### src/rtl/psum_accumulator_if.sv
// Handshake, configuration and status bundle between the PE-side driver and the
// partial-sum accumulator.
interface psum_accumulator_if #(
  parameter int unsigned PSUM_W = 20,
  parameter int unsigned OUT_W  = 8
);
  logic                     start;
  logic [7:0]               cfg_num_tiles;
  logic [15:0]              cfg_num_pixels;
  logic [4:0]               cfg_shift;
  logic                     cfg_relu;
  logic                     in_valid;
  logic                     in_ready;
  logic signed [PSUM_W-1:0] pe_ofm0;
  logic signed [PSUM_W-1:0] pe_ofm1;
  logic                     out_valid;
  logic                     out_ready;
  logic [2*OUT_W-1:0]       out_data;
  logic                     busy;
  logic                     done;

  modport master (
    output start, cfg_num_tiles, cfg_num_pixels, cfg_shift, cfg_relu,
    output in_valid, pe_ofm0, pe_ofm1, out_ready,
    input  in_ready, out_valid, out_data, busy, done
  );

  modport slave (
    input  start, cfg_num_tiles, cfg_num_pixels, cfg_shift, cfg_relu,
    input  in_valid, pe_ofm0, pe_ofm1, out_ready,
    output in_ready, out_valid, out_data, busy, done
  );
endinterface

### src/rtl/psum_accumulator.sv
// Accumulates two lanes of PE partial sums over channel tiles, requantizes each
// finished pixel to int8 and queues it in a first-word-fall-through output FIFO.
module psum_accumulator #(
  parameter int unsigned PSUM_W     = 20,
  parameter int unsigned ACC_W      = 32,
  parameter int unsigned OUT_W      = 8,
  parameter int unsigned FIFO_DEPTH = 4
) (
  input  logic                  clk,
  input  logic                  reset,
  psum_accumulator_if.slave     bus
);

  localparam int unsigned PtrW = $clog2(FIFO_DEPTH);
  localparam int unsigned CntW = PtrW + 1;
  localparam logic signed [ACC_W:0] SatMax = (ACC_W+1)'((1 << (OUT_W - 1)) - 1);
  localparam logic signed [ACC_W:0] SatMin = ~SatMax;

  typedef enum logic [1:0] {StIdle, StAccum, StDrain} state_e;

  state_e                  r_state, w_state_next;
  logic [7:0]              r_num_tiles, r_tile_cnt;
  logic [15:0]             r_num_pixels, r_pix_cnt;
  logic [4:0]              r_shift;
  logic                    r_relu;
  logic signed [ACC_W-1:0] r_acc0, r_acc1;
  logic                    r_stage_valid;
  logic [2*OUT_W-1:0]      r_stage_data;
  logic [2*OUT_W-1:0]      r_fifo_mem [FIFO_DEPTH];
  logic [PtrW-1:0]         r_wr_ptr, r_rd_ptr;
  logic [CntW-1:0]         r_count;
  logic                    r_done;

  logic                    w_in_ready, w_out_valid, w_accept, w_push, w_pop;
  logic                    w_last_tile, w_last_pix;
  logic [CntW-1:0]         w_occupancy;
  logic signed [ACC_W-1:0] w_ext0, w_ext1, w_sum0, w_sum1;

  // Round half up, optional ReLU, then saturate to the signed output range.
  function automatic logic [OUT_W-1:0] requant(input logic signed [ACC_W-1:0] acc,
                                               input logic [4:0] sh, input logic relu);
    logic signed [ACC_W:0] ext, rnd, r;
    ext = {acc[ACC_W-1], acc};
    rnd = '0;
    if (sh != 5'd0) rnd[sh - 5'd1] = 1'b1;
    r = (ext + rnd) >>> sh;
    if (relu && r[ACC_W]) r = '0;
    if (r > SatMax)      r = SatMax;
    else if (r < SatMin) r = SatMin;
    return r[OUT_W-1:0];
  endfunction

  assign w_ext0 = {{(ACC_W-PSUM_W){bus.pe_ofm0[PSUM_W-1]}}, bus.pe_ofm0};
  assign w_ext1 = {{(ACC_W-PSUM_W){bus.pe_ofm1[PSUM_W-1]}}, bus.pe_ofm1};
  assign w_sum0 = (r_tile_cnt == 8'd0) ? w_ext0 : r_acc0 + w_ext0;
  assign w_sum1 = (r_tile_cnt == 8'd0) ? w_ext1 : r_acc1 + w_ext1;

  // Conservative room check: a same-cycle pop is not credited.
  assign w_occupancy = r_count + CntW'(r_stage_valid);
  assign w_in_ready  = (r_state == StAccum) && (w_occupancy < CntW'(FIFO_DEPTH));
  assign w_accept    = bus.in_valid && w_in_ready;
  assign w_last_tile = (r_tile_cnt == r_num_tiles - 8'd1);
  assign w_last_pix  = (r_pix_cnt == r_num_pixels - 16'd1);
  assign w_out_valid = (r_count != '0);
  assign w_push      = r_stage_valid;
  assign w_pop       = w_out_valid && bus.out_ready;

  assign bus.in_ready  = w_in_ready;
  assign bus.out_valid = w_out_valid;
  assign bus.out_data  = w_out_valid ? r_fifo_mem[r_rd_ptr] : '0;
  assign bus.busy      = (r_state != StIdle);
  assign bus.done      = r_done;

  always_comb begin
    w_state_next = r_state;
    unique case (r_state)
      StIdle:  if (bus.start) w_state_next = StAccum;
      StAccum: if (w_accept && w_last_tile && w_last_pix) w_state_next = StDrain;
      StDrain: w_state_next = StIdle;
      default: w_state_next = StIdle;
    endcase
  end

  always_ff @(posedge clk or negedge reset) begin
    if (!reset) begin
      r_state       <= StIdle;
      r_num_tiles   <= 8'd1;
      r_num_pixels  <= 16'd1;
      r_shift       <= '0;
      r_relu        <= 1'b0;
      r_tile_cnt    <= '0;
      r_pix_cnt     <= '0;
      r_acc0        <= '0;
      r_acc1        <= '0;
      r_stage_valid <= 1'b0;
      r_stage_data  <= '0;
      r_done        <= 1'b0;
    end else begin
      r_state       <= w_state_next;
      r_done        <= (r_state == StDrain);
      r_stage_valid <= w_accept && w_last_tile;
      if (r_state == StIdle && bus.start) begin
        r_num_tiles  <= (bus.cfg_num_tiles == 8'd0) ? 8'd1 : bus.cfg_num_tiles;
        r_num_pixels <= (bus.cfg_num_pixels == 16'd0) ? 16'd1 : bus.cfg_num_pixels;
        r_shift      <= bus.cfg_shift;
        r_relu       <= bus.cfg_relu;
        r_tile_cnt   <= '0;
        r_pix_cnt    <= '0;
      end
      if (w_accept) begin
        r_acc0 <= w_sum0;
        r_acc1 <= w_sum1;
        if (w_last_tile) begin
          r_tile_cnt   <= '0;
          r_pix_cnt    <= r_pix_cnt + 16'd1;
          r_stage_data <= {requant(w_sum1, r_shift, r_relu), requant(w_sum0, r_shift, r_relu)};
        end else begin
          r_tile_cnt <= r_tile_cnt + 8'd1;
        end
      end
    end
  end

  always_ff @(posedge clk or negedge reset) begin
    if (!reset) begin
      r_wr_ptr <= '0;
      r_rd_ptr <= '0;
      r_count  <= '0;
    end else begin
      if (w_push) r_wr_ptr <= r_wr_ptr + PtrW'(1);
      if (w_pop)  r_rd_ptr <= r_rd_ptr + PtrW'(1);
      if (w_push && !w_pop)      r_count <= r_count + CntW'(1);
      else if (!w_push && w_pop) r_count <= r_count - CntW'(1);
    end
  end

  always_ff @(posedge clk) begin
    if (w_push) r_fifo_mem[r_wr_ptr] <= r_stage_data;
  end

endmodule

### src/flat_wrapper.sv
// flat-port wrapper written by rule: the top's interface ports become plain ports
module psum_accumulator_flat 
#(
  parameter int unsigned PSUM_W     = 20,
  parameter int unsigned ACC_W      = 32,
  parameter int unsigned OUT_W      = 8,
  parameter int unsigned FIFO_DEPTH = 4
)
  (clk, reset, bus_start, bus_cfg_num_tiles, bus_cfg_num_pixels, bus_cfg_shift, bus_cfg_relu, bus_in_valid, bus_pe_ofm0, bus_pe_ofm1, bus_out_ready, bus_in_ready, bus_out_valid, bus_out_data, bus_busy, bus_done);
  psum_accumulator_if #(.PSUM_W(PSUM_W), .OUT_W(OUT_W)) bus_i ();
  input  logic clk;
  input  logic reset;
  input wire logic [$bits(bus_i.start)-1:0] bus_start;
  input wire logic [$bits(bus_i.cfg_num_tiles)-1:0] bus_cfg_num_tiles;
  input wire logic [$bits(bus_i.cfg_num_pixels)-1:0] bus_cfg_num_pixels;
  input wire logic [$bits(bus_i.cfg_shift)-1:0] bus_cfg_shift;
  input wire logic [$bits(bus_i.cfg_relu)-1:0] bus_cfg_relu;
  input wire logic [$bits(bus_i.in_valid)-1:0] bus_in_valid;
  input wire logic [$bits(bus_i.pe_ofm0)-1:0] bus_pe_ofm0;
  input wire logic [$bits(bus_i.pe_ofm1)-1:0] bus_pe_ofm1;
  input wire logic [$bits(bus_i.out_ready)-1:0] bus_out_ready;
  output wire logic [$bits(bus_i.in_ready)-1:0] bus_in_ready;
  output wire logic [$bits(bus_i.out_valid)-1:0] bus_out_valid;
  output wire logic [$bits(bus_i.out_data)-1:0] bus_out_data;
  output wire logic [$bits(bus_i.busy)-1:0] bus_busy;
  output wire logic [$bits(bus_i.done)-1:0] bus_done;
  assign bus_i.start = bus_start;
  assign bus_i.cfg_num_tiles = bus_cfg_num_tiles;
  assign bus_i.cfg_num_pixels = bus_cfg_num_pixels;
  assign bus_i.cfg_shift = bus_cfg_shift;
  assign bus_i.cfg_relu = bus_cfg_relu;
  assign bus_i.in_valid = bus_in_valid;
  assign bus_i.pe_ofm0 = bus_pe_ofm0;
  assign bus_i.pe_ofm1 = bus_pe_ofm1;
  assign bus_i.out_ready = bus_out_ready;
  assign bus_in_ready = bus_i.in_ready;
  assign bus_out_valid = bus_i.out_valid;
  assign bus_out_data = bus_i.out_data;
  assign bus_busy = bus_i.busy;
  assign bus_done = bus_i.done;
  psum_accumulator #(.PSUM_W(PSUM_W), .ACC_W(ACC_W), .OUT_W(OUT_W), .FIFO_DEPTH(FIFO_DEPTH)) u_core (.clk(clk), .reset(reset), .bus(bus_i));
endmodule
### config.mk
export PLATFORM = sky130hd
export DESIGN_NAME = psum_accumulator_flat
export DESIGN_NICKNAME = d
export VERILOG_FILES = /design/src/rtl/psum_accumulator_if.sv /design/src/rtl/psum_accumulator.sv /design/src/flat_wrapper.sv
export SDC_FILE = /design/constraint.sdc
export NUM_CORES = 1
export LEC_CHECK = 0
export ABC_AREA = 1
export CORE_AREA = 2 2 222 224
export CTS_CLUSTER_SIZE = 30
export DETAILED_ROUTE_END_ITERATION = 10
export DIE_AREA = 0 0 224 226
export PLACE_DENSITY = 0.66
export SLEW_MARGIN = 20
export SYNTH_ARGS = -nofsm -noshare
export SYNTH_HDL_FRONTEND = slang
export SYNTH_SLANG_ARGS = --single-unit
### constraint.sdc
create_clock -name clk -period 12.3 [get_ports clk]
set_clock_uncertainty 0.15 [all_clocks]
set_input_delay 2.46 -clock clk [delete_from_list [all_inputs] [get_ports clk]]
set_output_delay 2.46 -clock clk [all_outputs]
set_load 0.01 [all_outputs]
==> flow_metrics.py <==
metrics = {
    "status": {
        "status": "complete, no violations",
    },
    "cts": {
        "cts_setup_buffers": 0,
        "htreeDepth": 1,
        "clk_latency_ns": 0.58,
        "cts-resized-gates": 0,
        "cts_buffer_depth": 3,
        "cts_buffers": 26,
        "cts_tree": "done",
        "cts_sinks": 209,
        "postCtsHoldBufs": 0,
        "root_buffer": "clkbuf_16",
        "clk_pin_slew_ns": 0.06,
    },
    "logic_synthesis": {
        "syn_area_sq_mm": 0.0215,
        "synthCells": 3400,
        "synth_cell_types": 70,
        "synthTopCellsByCount": "nand2_1 (1051), nand3_1 (480), nor2_1 (305)",
        "yosys-top-cells-area": "nand2_1 (18%), dfrtp_1 (17%), nand3_1 (11%)",
        "synth_top_area_cell": "nand2_1",
        "yosysWarnings": 0,
        "synth_edf_count": 64,
        "avgSynthCellArea_sq_um": 6.33,
        "synthFlopType": "dfrtp_1",
        "ys_seq_area_frac": 0.258,
        "synth.most_common_cell": "nand2_1",
        "ys_async_sr_fraction": 0.694,
        "synth_top_area_frac": 0.183,
        "ys_seq_elements": 209,
    },
    "power_and_ir_drop": {
        "combPwrFrac": 0.753,
        "p_int_w": 0.00341,
        "switching_share": 0.562,
        "netSwitchingPower_w": 0.00437,
        "powerDensity_mw_per_mm2": 326,
        "p_clk_frac": 0.111,
        "leakagePower_nw": 11.6,
        "peakVddDrop_uv": 150,
        "pwr-share-seq": 0.136,
    },
    "sta": {
        "fin_setup_tns_ns": 0,
        "hold_ws_ns": 0.301,
        "tightest_slew_ns": 0.935,
        "final_hold_viol_count": 0,
        "finalCritPeriodShare": 0.684,
        "grt_setup_unrepaired": "no",
        "max-slew-margin-rel": 0.375,
        "period_needed_ns": 8.41,
        "setup-violations-final": 0,
        "finalMaxSlewViolations": 0,
        "max_freq_mhz": 119,
    },
    "cells_and_area": {
        "syn2layout_area_growth_pct": 10.6,
        "antenna_cells": 0,
        "layout-drive-gt1-share": 0.0476,
        "finalNetCount": 3638,
        "fill_cells": 5034,
    },
    "drt": {
        "num_vias": 22039,
        "drtIter0Drc": 1846,
        "firstDrtPassIters": 8,
        "drtAntennaViolNets": 0,
        "wirelength_um": 65400,
        "drcViolationCount": 0,
        "detail_route.wl_per_cell_um": 16.1,
        "via_per_inst": 5.42,
    },
    "floorplan": {
        "die_h_um": 226,
        "coreArea_sq_mm": 0.0483,
        "start_util": 0.446,
        "num_rows": 81,
        "die_area_sq_mm": 0.0506,
        "fp.dieW_um": 224,
        "pin_count": 95,
    },
    "global_routing": {
        "grt_pass1_wl_um": 107000,
        "antenna_found_initial": 0,
        "grt_pass1_vias": 20805,
        "grt-ovfl-total": 0,
        "grt_max_degree": 83,
        "grt.total_usage": 0.260,
    },
    "worst_setup_path": {
        "cp-start-kind": "input port",
        "cp_common_cell": "nand2_1",
        "crit_path_max_fanout": 7,
        "cp.arrival_ns": 8.70,
        "cp-end-kind": "flop",
        "cp_data_required_time_ns": 12.59,
        "cpMaxStageDelayCell": "fa_1",
        "slowest_delay_ns": 0.43,
        "worstSetupPathType": "input port to flop",
    },
    "job": {
        "cap_violations": 0,
    },
    "placed_design": {
        "hpwl_um": 50100,
        "portBuffers": 94,
        "gp_congestion": 0.951,
    },
    "min_path": {
        "hold_class": "flop to flop",
    },
}
-- through the flow --
step | cells | area [sq um] | setup WS, ns | power, W | util
floorplan | 3401 | 21500 | 4.88 | 0.00546 | -
global placement | 4016 | 22900 | 3.43 | 0.00687 | 0.473
detailed placement | 4016 | 22900 | 3.42 | 0.00686 | 0.473
CTS | 4064 | 23800 | 4.01 | 0.00776 | 0.493
global route | 4064 | 23800 | 3.08 | 0.00866 | 0.493
finish | 4064 | 23800 | 3.89 | 0.00777 | 0.493
-- state kept, by name (all words and copies together) (netlist names), 3 cells and up --
| name | count |
|---|---|
| u_core.r_fifo_mem | 64 |
| u_core.r_acc0 | 32 |
| u_core.r_acc1 | 32 |
| u_core.r_num_pixels | 16 |
| u_core.r_pix_cnt | 16 |
| u_core.r_stage_data | 16 |
| u_core.r_num_tiles | 8 |
| u_core.r_tile_cnt | 8 |
| u_core.r_shift | 5 |
| u_core.r_count | 3 |
-- per-layer routing --
layer	global-route usage	wire, um
met1	0.351	30400
met2	0.438	30000
met3	0.0340	3260
met4	0.0677	1710
met5	0	0
-- layout by cell type, fill, tap and decap left out, types with 17 or more instances in the layout --
cell,n
nand2_2,23
nand4_1,23
clkdlybuf4s50_1,93
xor2_1,67
nor2_1,305
a31oi_1,32
dfrtp_1,138
nand3_1,480
buf_4,17
a21oi_1,192
inv_1,292
edfxtp_1,64
nor3_1,35
ha_1,136
clkbuf_16,26
o21ai_0,187
xnor2_1,52
nand2_1,1050
-- critical path: cells and delay by family --
| kind | cells | cell delay (ns) |
|---|---|---|
| simple gates | 24 | 2.35 |
| compound gates | 10 | 2.04 |
| fa+ha+maj | 3 | 1.06 |
| buf+inv | 3 | 0.62 |
| xor+xnor | 1 | 0.16 |
-- layout make-up --
class	count	area [sq um]	share of cell area
Multi-Input combinational cell	2768	14300	0.601
Sequential cell	209	5560	0.233
Inverter	306	1160	0.0486
Timing Repair Buffer	111	1070	0.0449
Tap cell	622	778	0.0327
Clock buffer	32	693	0.0291
Clock inverter	16	256	0.0108
-- power groups by stage --
stage	sequential, W	clock (W)	combinational, W
2_1_floorplan	0.00101	0	0.00445
3_3_place_gp	0.00106	0	0.00581
3_5_place_dp	0.00107	0	0.00579
4_1_cts	0.00106	0.000877	0.00583
5_1_grt	0.00108	0.000901	0.00668
6_report	0.00106	0.000860	0.00586
-- path summary, 6_finish.rpt --
path                                   startpoint                endpoint  slack, ns  cells after the start
worst max-delay path               bus_pe_ofm0[0]  u_core.r_stage_data[5]       3.89                     41
worst min-delay path            u_core.r_state[0]         u_core.bus.done       0.30                      1
worst max register to register   u_core.r_acc0[0]  u_core.r_stage_data[5]       5.85                     40
worst min register to register  u_core.r_state[0]         u_core.bus.done       0.30                      1
max in group asynchronous                   reset       u_core.r_shift[4]       8.78                      2
min in group asynchronous                   reset       u_core.r_acc1[22]       1.76                      1
-- cell families after synthesis --
family | count (synthesis) | share of synthesized area
other | 1 | 0.000174
buffers and inverters | 424 | 0.0780
xor gates and xnor gates | 119 | 0.0484
AOI/OAI and AO/OA | 502 | 0.129
muxes | 3 | 0.00151
adders and majority gates | 141 | 0.0837
DFF | 209 | 0.258
and+or+nand+nor | 2001 | 0.401
(Power assumes the default switching activity.)
